**src/rtl/demux12_router.sv**
```systemverilog
// Registered 1:2 demultiplexer with a one-entry output buffer per channel and valid/ready handshakes.
// Optional per-channel delivered-word counters are enabled by defining DEMUX_CNT_EN.
module demux12_router #(
  parameter int WIDTH = 32,
  parameter int CNT_W = 16
) (
  input  logic             clk,
  input  logic             reset_n,
  input  logic             in_valid,
  output logic             in_ready,
  input  logic [WIDTH-1:0] in_data,
  input  logic             in_sel,
  output logic             d1_valid,
  input  logic             d1_ready,
  output logic [WIDTH-1:0] d1_data,
  output logic             d2_valid,
  input  logic             d2_ready,
  output logic [WIDTH-1:0] d2_data
`ifdef DEMUX_CNT_EN
  ,
  output logic [CNT_W-1:0] d1_count,
  output logic [CNT_W-1:0] d2_count
`endif
);

  typedef enum logic {EMPTY = 1'b0, FULL = 1'b1} ch_state_t;

  // Index 0 is channel D1, index 1 is channel D2.
  logic [1:0]       valid_vec;
  logic [1:0]       ready_vec;
  logic [1:0]       load_vec;
  logic [1:0]       drain_vec;
  logic [WIDTH-1:0] data_arr [2];

  assign ready_vec = {d2_ready, d1_ready};

  // A channel can take a word when it is empty or being drained this same cycle.
  always_comb begin
    in_ready = 1'b0;
    if (in_sel) begin
      in_ready = !valid_vec[1] || ready_vec[1];
    end else begin
      in_ready = !valid_vec[0] || ready_vec[0];
    end
  end

  generate
    for (genvar gi = 0; gi < 2; gi++) begin : g_ch
      localparam logic CH_SEL = 1'(gi);

      ch_state_t        state_reg;
      ch_state_t        state_next;
      logic             valid;
      logic [WIDTH-1:0] data_reg;

      assign load_vec[gi]  = in_valid && in_ready && (in_sel == CH_SEL);
      assign drain_vec[gi] = valid && ready_vec[gi];

      always_ff @(posedge clk or negedge reset_n) begin
        if (!reset_n) begin
          state_reg <= EMPTY;
        end else begin
          state_reg <= state_next;
        end
      end

      // A load wins over a drain so simultaneous drain+load keeps the slot full.
      always_comb begin
        state_next = state_reg;
        if (load_vec[gi]) begin
          state_next = FULL;
        end else if (drain_vec[gi]) begin
          state_next = EMPTY;
        end
      end

      always_comb begin
        valid = (state_reg == FULL);
      end

      always_ff @(posedge clk or negedge reset_n) begin
        if (!reset_n) begin
          data_reg <= '0;
        end else if (load_vec[gi]) begin
          data_reg <= in_data;
        end
      end

      assign valid_vec[gi] = valid;
      assign data_arr[gi]  = data_reg;

`ifdef DEMUX_CNT_EN
      logic [CNT_W-1:0] cnt_reg;

      always_ff @(posedge clk or negedge reset_n) begin
        if (!reset_n) begin
          cnt_reg <= '0;
        end else if (drain_vec[gi]) begin
          cnt_reg <= cnt_reg + 1'b1;
        end
      end

      if (gi == 0) begin : g_cnt1
        assign d1_count = cnt_reg;
      end else begin : g_cnt2
        assign d2_count = cnt_reg;
      end
`endif
    end
  endgenerate

  assign d1_valid = valid_vec[0];
  assign d1_data  = data_arr[0];
  assign d2_valid = valid_vec[1];
  assign d2_data  = data_arr[1];

endmodule

```
**config.mk**
```make
export PLATFORM = sky130hd
export DESIGN_NAME = demux12_router
export DESIGN_NICKNAME = d
export VERILOG_FILES = /design/src/rtl/demux12_router.sv
export SDC_FILE = /design/constraint.sdc
export NUM_CORES = 1
export LEC_CHECK = 0
export ABC_AREA = 1
export BUFFER_PORTS_ARGS = -buffer_cell sky130_fd_sc_hd__buf_4
export CAP_MARGIN = 10
export CORE_UTILIZATION = 52
export DETAILED_ROUTE_END_ITERATION = 8
export PLACE_DENSITY = 0.84
export SYNTH_ARGS = -nofsm -noshare
export SYNTH_HDL_FRONTEND = slang
export SYNTH_SLANG_ARGS = --single-unit
```
**constraint.sdc**
```tcl
create_clock -name clk -period 3 [get_ports clk]
set_clock_uncertainty 0.2 [all_clocks]
set_input_delay 0.3 -clock clk [delete_from_list [all_inputs] [get_ports clk]]
set_output_delay 0.3 -clock clk [all_outputs]
set_load 0.005 [all_outputs]
```
After elaboration in Yosys (flattened, before gate mapping)
Cells that the tools add are included.

Register bits: 66. Latch bits: 0. Memory bits (writable): 0. ROM bits: 0. Input bits: 38. Output and inout bits: 67. Logic and storage cells: 21. Memories kept: 0.

$add $sub $neg: 0. Multiply operators: 0. Divide/modulo/power cells: 0. Order comparisons: 0. Eq/ne operators: 0. Shift-type cells: 0. Mux-type cells: 5. Bitwise operators: 1. Reduce and logical (&&, ||, !) cells: 11.

Operator list (count): 1-bit logical AND (5); 1-bit 2-to-1 mux (5); 2-bit nonzero test (2); 1-bit logical NOT (2); 1-bit logical OR (2); 1-bit NOT (1).

Longest topological paths before layout
Gate-level depths: netlist (run 1).

Depth after elaboration: 6. Gate-level depth with buffers: 6. Gate-level depth less buffers: 5.

Worst setup path before layout (run 1)
No wires, ideal clock.

Kind: register to output. From: register g_ch[1].state_reg (netlist: d2_valid). To: output in_ready. Arrival: 0.923 ns. Data required time: 2.500 ns. Slack: 1.577 ns. Stages on the path, launching flop included: 5. Path buffers: 1. Path through: dfrtp_1 > nand2_2 > clkbuf_1 > nand2_1 > nand2_1.

Longest elaborated chain between the ends: 3.

RTL lines: start: declaration (line 51) `ch_state_t state_reg;`; start signal: assignment (line 63) `state_reg <= state_next;`; 1-bit logical NOT (line 41) `in_ready = !valid_vec[1] || ready_vec[1];`; 1-bit logical OR (line 41); 1-bit 2-to-1 mux (line 40) `if (in_sel) begin`; end: declaration (line 10) `output logic in_ready,`.

No other way between the ends.

Final worst setup path (run 1)
From: input in_sel. To: register g_ch[0].data_reg[10] (netlist: d1_data[10]).

Longest elaborated chain between the ends: 3. Elaborated cells on any way between the ends: 4. Those cells by class: mux (1); bitwise (1); reduce/logical (2).

RTL lines: start: declaration (line 12) `input logic in_sel,`; 1-bit 2-to-1 mux (line 40); 1-bit logical AND (line 56) `assign load_vec[gi] = in_valid && in_ready && (in_sel == CH_SEL);`; 1-bit logical AND (*) (line 56); end signal: assignment (line 85) `data_reg <= in_data;`; end: declaration (line 54) `logic [WIDTH-1:0] data_reg;`.

Every way passes the cells marked *; elsewhere a longest branch is shown, timed or not. A chain may end at the register's enable or synchronous reset.

==> out/qor.txt, run 1 <==
Die ar.: 5512 sq um
crit path max fanout: 35
ANT nets after route: 0
dpl cell area: 3482 sq um
YS warnings: 0
Post-Place Setup Slack: 0.6780 ns
Worst Slack Setup Final: 0.9721 ns
vias per cell: 5.729
num rows: 25
max frequency: 0.4931 GHz
outcome: complete, no violations
CP Capture Type: register
clk root buf: clkbuf_8
setup TNS: 0 ns
ratio of cells with drive above 1 in the final layout: 31.47%
CP Launch Type: input port
Arrival @ worst endpoint: 2.05 ns
placed insts: 445
maximum VDD drop: 0.3763 mV
Hold Vio Cnt, Final: 0
hold crit path type: in -> reg
Critical Path Slowest Stage Cell: nand3_2
Sink Count: 66
Yosys reg bits: 66
All-Layer GR Usage: 28.34%
post-synthesis cell type count: 11
CP required: 3.02 ns
P per Cell Area: 623.1 nW/um^2
Core Footprint: 4880 sq um
# DRC: 0
setup bufs post-CTS: 0
Initial Util: 55.62%
Avg Cell Area, Syn: 9.168 sq um
initial antenna violation count: 0
Ports: 105
P&R area growth vs syn: 34.99%
final wirelength: 7455 um
H-tree depth: 3
Synth Cell Area: 2714 sq um
unrepaired setup endpoints after global routing: no
GP Congestion: 0.7602
number of global-route vias before repair: 2,397
drt first pass iters: 5
Antenna Cells: 0
Worst Path Buf+Inv: 2
Final HPWL DP: 4855 um
worst hold slack: 0.02638 ns
LEAKAGE: 2.019 nW
final period utilization: 67.60%
Die X: 74.24 um
grt ovf: 0
synth top area cells: dfrtp_1, nand2_1, nand4_1
clock latency on the worst-skew pair: 0.34 ns
Synth Instances: 296
Clock Pin Slew Worst Setup and Hold Paths: 0.07 ns
Nets: 428
Most Frequent Cell on Critical Path: nand2_1
Final Instance Area: 3664 sq um
crit-path leading delay family: simple AND/OR/NAND/NOR gates
first-pass GRT wire length: 11,470 um
commonest non-fill, non-tap cell in the layout: nand2_1
Max Cap Viol: 0
most frequent cells in the layout: nand2_1, buf_4, dfrtp_1
Worst Max-Slew Pin Slew: 0.8205 ns
post-cts gate resize count: 0
fill count: 392
Crit Path Category: in -> reg
Vias: 2,641
Final Setup Violations: 0
fin cells: 461
Synth area leader: dfrtp_1
crit path cell chain: buf_4 -> inv_2 -> nand3_2 -> nand2_1 -> nand2_1
Avg WL per Cell: 16.17 um
Crit path largest cell delay: 0.68 ns
buffer levels on the longest clock path: 2
Port-buffer cells: 104
die span in y: 74.24 um
Starting DRT DRC Count: 302
CTS Buf Count: 9
CTS tree: built
top cell type's share of synthesized area: 60.86%
part of the Yosys area used for sequential elements: 60.86%
max_slew headroom: 45.30%
Max Slew Vio Count: 0
crit path time final: 2.028 ns
largest net degree at the start of global routing: 67
syn_nets: 334
metal layers:
layer,track usage (%),part of all wire [%]
met4,12.37,1.8
met2,43.84,50
met3,7.588,8.4
met5,0,0
met1,38.03,40
cell usage after synthesis:
master	instances
clkbuf_1	5
buf_2	20
inv_1	2
dfrtp_1	66
nand4_1	64
nand2_1	134
buf_4	1
inv_2	1
nand2_2	1
nand3_1	1
nand3_2	1
power by group:
group	internal [mW]	switching, mW
Sequential	1.03	0.0914
Combinational	0.264	0.241
Clock	0.340	0.317
Total	1.63	0.649
final timing paths:
check / cells after the start / from / endpoint / slack [ns]
hold / removal: 3 / in_data[30] / d1_data[30] / 0.03
setup reg to reg: 5 / d2_valid / d2_data[28] / 1.32
hold reg to reg: 2 / d2_data[31] / d2_data[31] / 0.27
min in group asynchronous: 2 / reset_n / d2_data[3] / 0.39
max in group asynchronous: 2 / reset_n / d1_data[29] / 1.67
setup / recovery: 5 / in_sel / d1_data[10] / 0.97
cell families after synthesis:
group	count (synthesis)	share of synthesized area, %
buffers and inverters	29	5.072
flip-flops	66	60.86
AND/OR/NAND/NOR	201	34.07
final cells by class:
cell class / count / area [sq um] / area share (%)
Clock inverter: 2 / 12.51 / 0.3415
Clock buffer: 13 / 158.9 / 4.337
Multi-Input combinational cell: 201 / 924.6 / 25.24
Inverter: 3 / 11.26 / 0.3074
Sequential cell: 66 / 1652 / 45.08
Tap cell: 67 / 83.83 / 2.288
Timing Repair Buffer: 109 / 820.8 / 22.40
sequential cells by signal, summed over array words and instances, names as in the netlist:
name and count:
d1_data 32, d1_valid 1, d2_data 32, d2_valid 1
repair_timing:
action,4_1_cts,5_1_grt
endpoints found under the setup margin,0,0
hold endpoints to repair,66,0
hold buffers,1,0
worst min-delay path: cells and delay by family:
family | cells | cell delay, ns
simple gates | 2 | 0.15
buf+inv | 1 | 0.09
through the flow:
step / util, % / total power, mW
after CTS: 75.08 / 2.292
after global routing: 75.08 / 2.398
after floorplan: - / 1.304
after detailed placement: 71.36 / 1.637
final: 75.08 / 2.283
after global placement: 71.36 / 1.616
No activity file was read; power rests on OpenSTA's default activity.
==> run 2: changes to the inputs <==
--- a/config.mk
+++ b/config.mk
@@ -8,9 +8,9 @@
 export ABC_AREA = 1
 export BUFFER_PORTS_ARGS = -buffer_cell sky130_fd_sc_hd__buf_4
 export CAP_MARGIN = 10
-export CORE_UTILIZATION = 52
+export CORE_UTILIZATION = 44
 export DETAILED_ROUTE_END_ITERATION = 8
-export PLACE_DENSITY = 0.84
+export PLACE_DENSITY = 0.76
 export SYNTH_ARGS = -nofsm -noshare
 export SYNTH_HDL_FRONTEND = slang
 export SYNTH_SLANG_ARGS = --single-unit
==> constraint.sdc (replaced) <==
create_clock -name clk -period 1.75 [get_ports clk]
set_clock_uncertainty 0.2 [all_clocks]
set_input_delay 0.175 -clock clk [delete_from_list [all_inputs] [get_ports clk]]
set_output_delay 0.175 -clock clk [all_outputs]
set_load 0.005 [all_outputs]
==> out/qor.txt, run 2 (synthesis gave the netlist of run 1 again) <==
LEAKAGE: 2.240 nW
CP required: 1.78 ns
Arrival @ worst endpoint: 1.68 ns
unrepaired setup endpoints after global routing: no
initial antenna violation count: 0
ANT nets after route: 0
Initial Util: 45.84%
Worst Max-Slew Pin Slew: 0.4382 ns
Clock Pin Slew Worst Setup and Hold Paths: 0.07 ns
GP Congestion: 0.8353
Most Frequent Cell on Critical Path: nand2_1
most frequent cells in the layout: nand2_1, buf_4, dfrtp_1
Die ar.: 6486 sq um
Crit Path Category: in -> reg
final period utilization: 94.28%
Vias: 2,741
grt ovf: 0
die span in y: 80.54 um
# DRC: 0
P&R area growth vs syn: 53.30%
power consumption: 4.195 mW
Antenna Cells: 0
Hold Vio Cnt, Final: 0
Starting DRT DRC Count: 175
Port-buffer cells: 104
crit path cell chain: dlygate4sd3_1 -> buf_4 -> nand3_2 -> buf_12 -> nand2_1 -> nand2_1
clock latency on the worst-skew pair: 0.33 ns
hold crit path type: in -> async
Worst R2R Setup Slack: 0.28 ns
H-tree depth: 3
Max Slew Vio Count: 0
Avg WL per Cell: 15.62 um
max frequency: 0.6061 GHz
Crit path largest cell delay: 0.55 ns
All-Layer GR Usage: 26.19%
final core occ: 70.27%
CP Capture Type: register
Core Footprint: 5921 sq um
outcome: complete, no violations
dpl cell area: 3577 sq um
buffer levels on the longest clock path: 2
final wirelength: 7995 um
commonest non-fill, non-tap cell in the layout: nand2_1
number of global-route vias before repair: 2,507
CTS tree: built
crit path max fanout: 22
clk root buf: clkbuf_8
worst hold slack: 0.1101 ns
Final Setup Violations: 0
first-pass GRT wire length: 12,450 um
vias per cell: 5.354
CP Launch Type: input port
drt first pass iters: 5
ratio of cells with drive above 1 in the final layout: 30.66%
largest net degree at the start of global routing: 35
Final HPWL DP: 5147 um
max_slew headroom: 70.69%
Sink Count: 66
Nets: 471
maximum VDD drop: 0.5514 mV
Ports: 105
Critical Path Slowest Stage Cell: dlygate4sd3_1
Final Instance Area: 4160 sq um
fill count: 454
Die X: 80.54 um
CTS Buf Count: 9
P per Cell Area: 1008 nW/um^2
num rows: 28
Max Cap Viol: 0
crit path time final: 1.650 ns
setup TNS: 0 ns
-- run 2: area by class of cell --
class	instances	area, sq um	share of cell area, %
Sequential cell	66	1652	39.70
Timing Repair Buffer	152	1272	30.59
Multi-Input combinational cell	201	927.1	22.29
Clock buffer	13	168.9	4.060
Tap cell	75	93.84	2.256
Clock inverter	2	35.03	0.8421
Inverter	3	11.26	0.2707
-- run 2: metrics by stage --
step	instances	worst slack, ns
3_5_place_dp	461	0.2904
4_1_cts	512	0.02591
3_3_place_gp	461	0.3477
2_1_floorplan	296	0.4525
6_report	512	0.1001
5_1_grt	512	0.005173
-- run 2: per-layer routing --
metal | global-route usage, % | vias up | routed length, um
li1 | - | 1278 | -
met1 | 33.95 | 1281 | 3211
met2 | 41.44 | 161 | 3901
met3 | 4.432 | 21 | 683
met4 | 14.64 | 0 | 198
met5 | 0 | - | 0
-- run 2: worst max-delay path, delay by kind of cell --
family | cells | cell delay (ns)
buffers and inverters | 3 | 1.06
AND/OR/NAND/NOR | 3 | 0.44
-- run 2: path summary, 6_finish.rpt --
check                      startpoint          end  cells after the start
setup / recovery             in_valid  d1_data[23]                      6
hold / removal                reset_n   d1_data[1]                      2
setup reg to reg             d1_valid  d1_data[23]                      5
hold reg to reg            d2_data[2]   d2_data[2]                      2
max in group asynchronous     reset_n  d1_data[24]                      3
min in group clk             d2_ready  d2_data[12]                      5
-- run 2: what timing repair did --
item,CTS,global route
pin swaps,0,1
resized for setup,1,4
setup endpoints to repair,1,26
setup buffers,0,0
hold endpoints to repair,130,0
hold buffers,36,0
-- run 2: power by group --
group          leakage, nW  total (mW)  switching [mW]  internal, mW
registers            0.818        1.92           0.155          1.77
clock network        0.106        1.31           0.547         0.765
logic                 1.32       0.963           0.434         0.528
total                 2.24        4.20            1.14          3.06
